`src/rtl/rom_stream_reader_pkg.sv`:
```
// Shared types and constants for the coefficient-ROM stream reader.
package rom_reader_pkg;

  localparam int unsigned ROM_AW = 8;
  localparam int unsigned ROM_DW = 40;

  typedef enum logic [1:0] {
    StIdle,
    StRun,
    StDrain,
    StDone
  } state_e;

  // One buffered word plus its end-of-transfer marker.
  typedef struct packed {
    logic              last;
    logic [ROM_DW-1:0] data;
  } fifo_entry_t;

endpackage

```
`src/rtl/rom_stream_reader_if.sv`:
```
// Valid/ready word stream carrying ROM words and an end-of-transfer marker.
interface rom_stream_reader_if
  import rom_reader_pkg::*;
#(
  parameter int unsigned DW = ROM_DW
);

  logic          valid;
  logic          ready;
  logic [DW-1:0] data;
  logic          last;

  modport master (output valid, output data, output last, input ready);
  modport slave  (input valid, input data, input last, output ready);

endinterface

```
`src/rtl/sync_fifo.sv`:
```
// Single-clock FIFO with occupancy count; push and pop may coincide even when full.
module sync_fifo #(
  parameter int unsigned Width = 8,
  parameter int unsigned Depth = 4
) (
  input  logic                       clk,
  input  logic                       reset,
  input  logic                       push_i,
  input  logic [Width-1:0]           data_i,
  input  logic                       pop_i,
  output logic [Width-1:0]           data_o,
  output logic                       empty_o,
  output logic [$clog2(Depth+1)-1:0] count_o
);

  localparam int unsigned PtrW = (Depth > 1) ? $clog2(Depth) : 1;
  localparam int unsigned CntW = $clog2(Depth + 1);

  logic [Width-1:0] mem_q [Depth];
  logic [PtrW-1:0]  wr_ptr_q, wr_ptr_d;
  logic [PtrW-1:0]  rd_ptr_q, rd_ptr_d;
  logic [CntW-1:0]  count_q, count_d;
  logic             do_push, do_pop;

  function automatic logic [PtrW-1:0] ptr_inc(input logic [PtrW-1:0] p);
    return (p == PtrW'(Depth - 1)) ? '0 : p + PtrW'(1);
  endfunction

  // Qualify push/pop and compute next pointers and occupancy.
  always_comb begin
    do_pop   = pop_i && (count_q != '0);
    do_push  = push_i && ((count_q != CntW'(Depth)) || do_pop);
    wr_ptr_d = do_push ? ptr_inc(wr_ptr_q) : wr_ptr_q;
    rd_ptr_d = do_pop ? ptr_inc(rd_ptr_q) : rd_ptr_q;
    count_d  = count_q;
    if (do_push && !do_pop) begin
      count_d = count_q + CntW'(1);
    end else if (do_pop && !do_push) begin
      count_d = count_q - CntW'(1);
    end
  end

  // Pointer and occupancy registers.
  always_ff @(posedge clk) begin
    if (reset) begin
      wr_ptr_q <= '0;
      rd_ptr_q <= '0;
      count_q  <= '0;
    end else begin
      wr_ptr_q <= wr_ptr_d;
      rd_ptr_q <= rd_ptr_d;
      count_q  <= count_d;
    end
  end

  // Storage is cleared on reset so the head word reads as zero afterwards.
  always_ff @(posedge clk) begin
    if (reset) begin
      for (int unsigned i = 0; i < Depth; i++) begin
        mem_q[i] <= '0;
      end
    end else if (do_push) begin
      mem_q[wr_ptr_q] <= data_i;
    end
  end

  // Head word and status outputs.
  always_comb begin
    data_o  = mem_q[rd_ptr_q];
    empty_o = (count_q == '0);
    count_o = count_q;
  end

endmodule

```
`src/rtl/rom_stream_reader.sv`:
```
// Sequences reads from a registered-output ROM and streams the words out with backpressure.
module rom_stream_reader
  import rom_reader_pkg::*;
#(
  parameter int unsigned AW    = ROM_AW,
  parameter int unsigned DW    = ROM_DW,
  parameter int unsigned DEPTH = 4
) (
  input  logic                clk,
  input  logic                reset,
  input  logic                start_i,
  input  logic [AW-1:0]       base_i,
  input  logic [AW:0]         count_i,
  output logic                busy_o,
  output logic                done_o,
  output logic [AW-1:0]       rom_a_o,
  output logic                rom_cen_o,
  input  logic [DW-1:0]       rom_q_i,
  rom_stream_reader_if.master out_if
);

  localparam int unsigned CntW = $clog2(DEPTH + 1);

  state_e          state_q, state_d;
  logic [AW-1:0]   base_q, base_d;
  logic [AW:0]     count_q, count_d;
  logic [AW:0]     issue_idx_q, issue_idx_d;
  logic [AW-1:0]   rom_a_q, rom_a_d;
  logic            inflight_q, inflight_d;
  logic            last_q, last_d;
  logic [CntW-1:0] fifo_count;
  logic            fifo_empty;
  logic            fifo_pop;
  logic [DW:0]     fifo_rdata;
  logic [31:0]     occupancy;
  logic            final_issue;
  logic            accept;

  // Issue decode uses registers only, so out_ready never reaches the ROM pins.
  always_comb begin
    occupancy   = 32'(fifo_count) + 32'(inflight_q);
    rom_cen_o   = (state_q == StRun) && (occupancy < DEPTH);
    final_issue = (issue_idx_q == count_q - (AW+1)'(1));
    rom_a_o     = rom_cen_o ? base_q + issue_idx_q[AW-1:0] : rom_a_q;
    accept      = (state_q == StIdle) && start_i;
    fifo_pop    = out_if.valid && out_if.ready;
    busy_o      = (state_q != StIdle);
    done_o      = (state_q == StDone);
  end

  // Transfer sequencing; DRAIN exits when the last word leaves on this edge.
  always_comb begin
    state_d = state_q;
    unique case (state_q)
      StIdle: begin
        if (start_i) begin
          state_d = (count_i == '0) ? StDone : StRun;
        end
      end
      StRun: begin
        if (rom_cen_o && final_issue) begin
          state_d = StDrain;
        end
      end
      StDrain: begin
        if (!inflight_q &&
            ((fifo_count == '0) || ((fifo_count == CntW'(1)) && fifo_pop))) begin
          state_d = StDone;
        end
      end
      StDone:  state_d = StIdle;
      default: state_d = StIdle;
    endcase
  end

  // Transfer parameters, read index and the one-deep read pipeline tracker.
  always_comb begin
    base_d      = accept ? base_i : base_q;
    count_d     = accept ? count_i : count_q;
    issue_idx_d = issue_idx_q;
    if (accept) begin
      issue_idx_d = '0;
    end else if (rom_cen_o) begin
      issue_idx_d = issue_idx_q + (AW+1)'(1);
    end
    rom_a_d    = rom_cen_o ? rom_a_o : rom_a_q;
    inflight_d = rom_cen_o;
    last_d     = rom_cen_o && final_issue;
  end

  // State and datapath registers.
  always_ff @(posedge clk) begin
    if (reset) begin
      state_q     <= StIdle;
      base_q      <= '0;
      count_q     <= '0;
      issue_idx_q <= '0;
      rom_a_q     <= '0;
      inflight_q  <= 1'b0;
      last_q      <= 1'b0;
    end else begin
      state_q     <= state_d;
      base_q      <= base_d;
      count_q     <= count_d;
      issue_idx_q <= issue_idx_d;
      rom_a_q     <= rom_a_d;
      inflight_q  <= inflight_d;
      last_q      <= last_d;
    end
  end

  // ROM data lands here one cycle after its read; the issue rule guarantees room.
  sync_fifo #(
    .Width(DW + 1),
    .Depth(DEPTH)
  ) u_fifo (
    .clk    (clk),
    .reset  (reset),
    .push_i (inflight_q),
    .data_i ({last_q, rom_q_i}),
    .pop_i  (fifo_pop),
    .data_o (fifo_rdata),
    .empty_o(fifo_empty),
    .count_o(fifo_count)
  );

  // Stream side is presented straight from the FIFO head.
  always_comb begin
    out_if.valid = !fifo_empty;
    out_if.last  = fifo_rdata[DW];
    out_if.data  = fifo_rdata[DW-1:0];
  end

endmodule

```
`src/flat_wrapper.sv`:
```
// flat-port wrapper written by rule: the top's interface ports become plain ports
module rom_stream_reader_flat import rom_reader_pkg::*;
#(
  parameter int unsigned AW    = ROM_AW,
  parameter int unsigned DW    = ROM_DW,
  parameter int unsigned DEPTH = 4
)
  (clk, reset, start_i, base_i, count_i, busy_o, done_o, rom_a_o, rom_cen_o, rom_q_i, out_if_valid, out_if_data, out_if_last, out_if_ready);
  rom_stream_reader_if #(.DW(DW)) out_if_i ();
  input  logic clk;
  input  logic reset;
  input  logic start_i;
  input  logic [AW-1:0] base_i;
  input  logic [AW:0] count_i;
  output logic busy_o;
  output logic done_o;
  output logic [AW-1:0] rom_a_o;
  output logic rom_cen_o;
  input  logic [DW-1:0] rom_q_i;
  output wire logic [$bits(out_if_i.valid)-1:0] out_if_valid;
  output wire logic [$bits(out_if_i.data)-1:0] out_if_data;
  output wire logic [$bits(out_if_i.last)-1:0] out_if_last;
  input wire logic [$bits(out_if_i.ready)-1:0] out_if_ready;
  assign out_if_valid = out_if_i.valid;
  assign out_if_data = out_if_i.data;
  assign out_if_last = out_if_i.last;
  assign out_if_i.ready = out_if_ready;
  rom_stream_reader #(.AW(AW), .DW(DW), .DEPTH(DEPTH)) u_core (.clk(clk), .reset(reset), .start_i(start_i), .base_i(base_i), .count_i(count_i), .busy_o(busy_o), .done_o(done_o), .rom_a_o(rom_a_o), .rom_cen_o(rom_cen_o), .rom_q_i(rom_q_i), .out_if(out_if_i));
endmodule
```
`config.mk`:
```
export PLATFORM = sky130hd
export DESIGN_NAME = rom_stream_reader_flat
export DESIGN_NICKNAME = d
export VERILOG_FILES = /design/src/rtl/rom_stream_reader_pkg.sv /design/src/rtl/rom_stream_reader_if.sv /design/src/rtl/sync_fifo.sv /design/src/rtl/rom_stream_reader.sv /design/src/flat_wrapper.sv
export SDC_FILE = /design/constraint.sdc
export NUM_CORES = 1
export LEC_CHECK = 0
export BUFFER_PORTS_ARGS = -buffer_cell sky130_fd_sc_hd__buf_2
export CAP_MARGIN = 20
export CORE_ASPECT_RATIO = 0.75
export CORE_MARGIN = 2
export CORE_UTILIZATION = 43
export CTS_BUF_LIST = sky130_fd_sc_hd__clkbuf_8
export CTS_CLUSTER_DIAMETER = 100
export DETAILED_ROUTE_END_ITERATION = 8
export PLACE_DENSITY = 0.74
export SLEW_MARGIN = 20
export SYNTH_ARGS = -nofsm -noshare
export SYNTH_HDL_FRONTEND = slang
export SYNTH_HIERARCHICAL = 1
export SYNTH_SLANG_ARGS = --single-unit
```
`constraint.sdc`:
```
create_clock -name clk -period 7.6 [get_ports clk]
set_clock_uncertainty 0.05 [all_clocks]
set_input_delay 1.52 -clock clk [delete_from_list [all_inputs] [get_ports clk]]
set_output_delay 1.52 -clock clk [all_outputs]
set_load 0.01 [all_outputs]
```
# Yosys cells after proc, flatten, opt, wreduce, memory -nomap -nowiden
# Memory sizes are Yosys's and may differ from the RTL's. A register that Yosys moved wholly into a read port is not among the register bits.
# Index checks and enable logic that the tools add are counted.
totals:
  register_bits: 45
  memories: 1
  ramBits: 164
  elab_cells: 76
  output_inout_bits: 53
  inputBits: 61
memory_table:
  columns: ["name", "words", "word_bits", "rd", "rd_clocked_by_memory_dff", "write_ports", "line_no", "text"]
  rows:
  - ["u_core.u_fifo.mem_q", 4, 41, 1, 1, 4, "sync_fifo.sv:19", "logic [Width-1:0] mem_q [Depth];"]
op_classes:
  eq_ne: 11
  reduce_logical: 25
  magnitude_cmp: 1
  n_addsub: 8
  mux: 20
op_table:
  columns: ["cell", "count"]
  rows:
  - ["41-bit two-way mux", 1]
  - ["41-bit OR reduction", 1]
  - ["32-bit by 3-bit < comparator with 1-bit output, second input constant", 1]
  - ["2-bit two-way mux", 9]
  - ["1-bit logical AND", 10]
  - ["9-bit by 1-bit adder with 9-bit output, second input constant", 1]
  - ["9-bit equality test", 1]
  - ["9-bit zero test", 1]
  - ["9-bit by 1-bit subtractor with 9-bit output, second input constant", 1]
  - ["8-bit adder", 1]
  - ["2-bit equality test, second input constant", 4]
  - ["8-bit two-way mux", 1]
  - ["2-bit one-hot mux with 4 select lines", 1]
  - ["1-bit two-way mux", 6]
  - ["3-bit two-way mux", 2]
  - ["2-bit by 1-bit adder with 2-bit output, second input constant", 2]
  - ["3-bit by 1-bit adder with 4-bit output", 1]
  - ["1-bit zero test", 4]
  - ["2-bit by 1-bit != test with 1-bit output, second input constant", 2]
  - ["2-bit nonzero test", 2]
  - ["3-bit by 1-bit adder with 3-bit output, second input constant", 1]
  - ["3-bit by 1-bit equality test with 1-bit output, second input constant", 1]
  - ["3-bit zero test", 1]
  - ["3-bit != test, second input constant", 1]
  - ["other kinds (8)", 9]

# Logic depth before layout (Yosys ltp)
logic_depth:
  word_depth: 11
  depth_mapped: 11
  depth_no_buf: 10

# Cells and area by module
# The synthesis kept the hierarchy.
modules_own_cells:
  columns: ["mod", "seq_area_each_um2", "n_inst", "cells_per_inst", "area_each_um2"]
  rows:
  - ["sync_fifo", 5104.9, 1, 445, 7475.9]
  - ["rom_stream_reader", 760.7, 1, 279, 2189.6]

# Worst setup path before layout
# No wires, ideal clock.
synth_path:
  path_kind: "reg-to-output"
  startpoint: "register u_core.issue_idx_q[1]"
  endpoint: "output port rom_a_o[7]"
  path_buffers: 0
  t_arrival_ns: 2.013
  path_stages_with_launch: 9
  required_ns: 6.030
  path_slack_ns: 4.017
  cell_sequence: "dfxtp_1 ha_1 a21o_1 a21oi_1 o21ai_0 a2111oi_0 nor3_1 xnor2_1 a21oi_1"
synth_between:
  elab_chain_cells: 2
synth_lines:
  columns: ["item", "line_no", "text"]
  rows:
  - ["from (decl)", "rom_stream_reader.sv:27", "logic [AW:0] issue_idx_q, issue_idx_d;"]
  - ["from (signal assigned)", "rom_stream_reader.sv:105", "issue_idx_q <= issue_idx_d;"]
  - ["8-bit adder", "rom_stream_reader.sv:44", "rom_a_o = rom_cen_o ? base_q + issue_idx_q[AW-1:0] : rom_a_q;"]
  - ["8-bit two-way mux", "rom_stream_reader.sv:44", null]
  - ["to (decl)", "flat_wrapper.sv:17", "output logic [AW-1:0] rom_a_o;"]
# Every way passes these cells.

# Worst setup path in the final report
# Ends and elaborated chain as after synthesis.

==> impl_results.md <==
* Post-DP HPWL at 12.68 mm
* Critical Path Start Type: register
* IO buf count at 113
* Synth async-reset ratio at 0%
* Worst Hold Class: register to register
* Clk slew on worst S/H paths at 0.06 ns
* Residual DRC at 0
* Internal power at 2.080 mW
* Synth Flop Type: edfxtp_1
* Average size of a mapped cell at 13.35 µm²
* Initial Util at 43.83%
* Comb pwr share at 19.9%
* Via count at 5911
* Post-synth EDFFs at 164
* Top delay family on crit path: compound AO/OA/AOI/OAI gates
* Fraction of layout instances using a drive strength above 1 at 25.03%
* Fin cells at 1153
* FMAX at 0.2243 GHz
* Mapped Area at 9666 µm²
* Syn-to-layout area delta at 14.96%
* Sw Share at 28.91%
* Critical Path Sink Type: output port
* Overall power at 2.926 mW
* CTS max path bufs at 3
* WHS at 0.4142 ns
* Fill cells at 1892
* Vias in the first global route at 5847
* Mux share of post-synthesis cell area at 9.981%
* Bufs and invs on worst path at 1
* Final setup viols at 0
* Status: complete, no violations
* H-tree depth at 2
* Most frequent cells in the layout: 165 x and2_1, 164 x edfxtp_1, 113 x buf_2, 54 x nand2_1, 45 x dfxtp_1
* Crit path DAT at 2.89 ns
* # clock sinks at 211
* Register bit total from synthesis at 211
* Postcts setup bufs at 0
* Synth Area in Simple Gates at 17.72%
* Largest net degree at the start of global routing at 48
* Clock Power Share at 30.6%
* Vias per inst at 5.127
* Placed Cells incl. Taps at 1097
* Max-cap violations at 0
* Worst vdd ir at 0.1116 mV
* First drt pass iteration count at 5
* Final hold violations at 0
* CTS tree: built
* CP Class: register to output port
* Diode count at 0
* Clk Tree Root Cell: clkbuf_8
* Global-route wire length before repair at 31.77 mm
* Hold_buf cts at 0
* Resize count post-CTS at 0
* Sequential area share after synthesis at 60.69%
* Yosys warnings at 6
* Ports at 114
* Die W at 177.1 µm
* RSZ-0062 raised after global routing: no
* Routed wire length at 20.35 mm
* Placer Congestion at 0.7903
* Seq pwr share at 49.4%
* Post-layout nets at 920
* Cell Pwr Density at 263.3 nW/µm²
* Slowest CP cell: dfxtp_1
* Pre-CTS WS at 3.377 ns
* Library cells used by synthesis at 53
* Per-cell routed wire length at 17.65 µm
* Die Y at 133.8 µm
* Slowest stage delay, CP at 0.47 ns
* Compound-Gate Fraction of Synth Area at 4.155%
* CP most frequent cell: a21oi_1
* Die area at 23710 µm²
* Initial antenna violation count at 3
* Synth Area in XOR/XNOR at 2.330%
* Leakage at 4.280 nW
* Relative slew slack at 26.17%
* Fin. max-slew vios at 0
* Clk_lat worst skew at 0.51 ns
* Total global routing overflow at 0
* Setup TNS at 0 ns
* Tot GR Track Use at 17.41%
* Most common cell after layout, fill and taps aside: and2_1
* Post-Synthesis Cells at 724
* Final worst slack at 3.141 ns
* Post-synthesis adder-cell area fraction at 2.615%
* Routed Antenna Nets at 0
* Min cycle time layout at 4.459 ns
* Largest family of logic cells by synthesized area: simple AND/OR/NAND/NOR gates
* Final Cycle Share at 58.67%
* Net count after synthesis at 804
* Sw Pwr at 0.8459 mW
* DR iter-0 viols at 395
* Actual slew at the worst max-slew pin at 1.107 ns
* # rows at 47
* Crit path cell chain: ha_1 -> a21o_1 -> a21oi_1 -> o21ai_0 -> a2111oi_0 -> nor3_1 -> xnor2_1 -> a21oi_1 -> buf_2
* Crit path max fanout at 7
* Core area at 22050 µm²
* Clock buffer count from CTS at 35
* Crit path required time at 6.03 ns
## cell families after synthesis
kind of cell / count (synthesis)
xor gates and xnor gates: 24
AOI/OAI and AO/OA: 66
buffers and inverters: 59
adders and majority gates: 19
DFF: 211
muxes: 45
and+or+nand+nor: 300
## registers in the layout (all words and copies together), names as in the netlist, named ones only
name	cells
u_core/u_fifo/mem_q	164
u_core/count_q	9
u_core/issue_idx_q	9
u_core/base_q	8
u_core/rom_a_q	8
u_core/u_fifo/count_o	3
u_core/state_q	2
u_core/u_fifo/rd_ptr_q	2
u_core/u_fifo/wr_ptr_q	2
u_core/inflight_q	1
u_core/last_q	1
## worst min-delay path: stages (launching register included)
cell and delay (ns):
dfxtp_1 0.31, nand2_1 0.05, a21oi_1 0.05
## layer usage
layer	up-vias	wire (µm)	track usage [%]
met4	4	279	4.821
li1	2830	-	-
met2	174	8815	25.46
met1	2875	9751	25.88
met3	28	1481	4.365
met5	-	22	0
## worst paths after layout
check                      startpoint                          to  slack, ns  cells after the start
max             u_core/issue_idx_q[1]                  rom_a_o[7]       3.14                      9
min                  u_core/base_q[0]            u_core/base_q[0]       0.41                      2
max reg2reg  u_core/u_fifo/count_o[0]  u_core/u_fifo/mem_q[1][10]       4.39                      6
min reg2reg          u_core/base_q[0]            u_core/base_q[0]       0.41                      2
## cell usage after synthesis, types with 4 or more instances
master | number | area share (%)
mux4_2 | 41 | 9.6
nor3_1 | 7 | 0.36
clkbuf_1 | 21 | 0.82
nand4_1 | 4 | 0.26
buf_1 | 9 | 0.35
xnor2_1 | 12 | 1.1
buf_2 | 8 | 0.41
a21oi_1 | 29 | 1.5
nand2b_1 | 7 | 0.45
o31ai_1 | 4 | 0.31
nor2_1 | 24 | 0.93
inv_1 | 19 | 0.74
o21ai_0 | 12 | 0.62
or3_1 | 4 | 0.26
nand3_1 | 6 | 0.31
dfxtp_1 | 47 | 9.7
and2_1 | 165 | 11
xor2_1 | 11 | 1.0
edfxtp_1 | 164 | 51
nor4_1 | 5 | 0.32
nor2b_1 | 8 | 0.52
nand2_1 | 54 | 2.1
ha_1 | 17 | 2.2
## final cells by class
cell class                 instances  area [µm²]  area share [%]
clock buffer                      35       481.7           4.335
clock inverter                    21       118.9           1.070
inverter                          19       71.32          0.6418
multi-input combinational        454        3591           32.32
sequential                       211        5871           52.83
tap                              294       367.9           3.310
timing repair buffer             119       610.6           5.495
## per-stage QoR
stage | instance area (µm²) | utilization, %
floorplan | 9666 | -
global placement | 10510 | 47.64
detailed placement | 10510 | 47.64
CTS | 11110 | 50.37
global route | 11110 | 50.39
finish | 11110 | 50.39
## power groups by stage
stage	registers [mW]	clock network, mW	logic [mW]
global placement	1.47	0	0.574
floorplan	1.41	0	0.436
CTS	1.45	0.919	0.589
finish	1.45	0.896	0.584
global route	1.46	0.968	0.640
detailed placement	1.47	0	0.586
No activity file was read; power rests on OpenSTA's default activity.
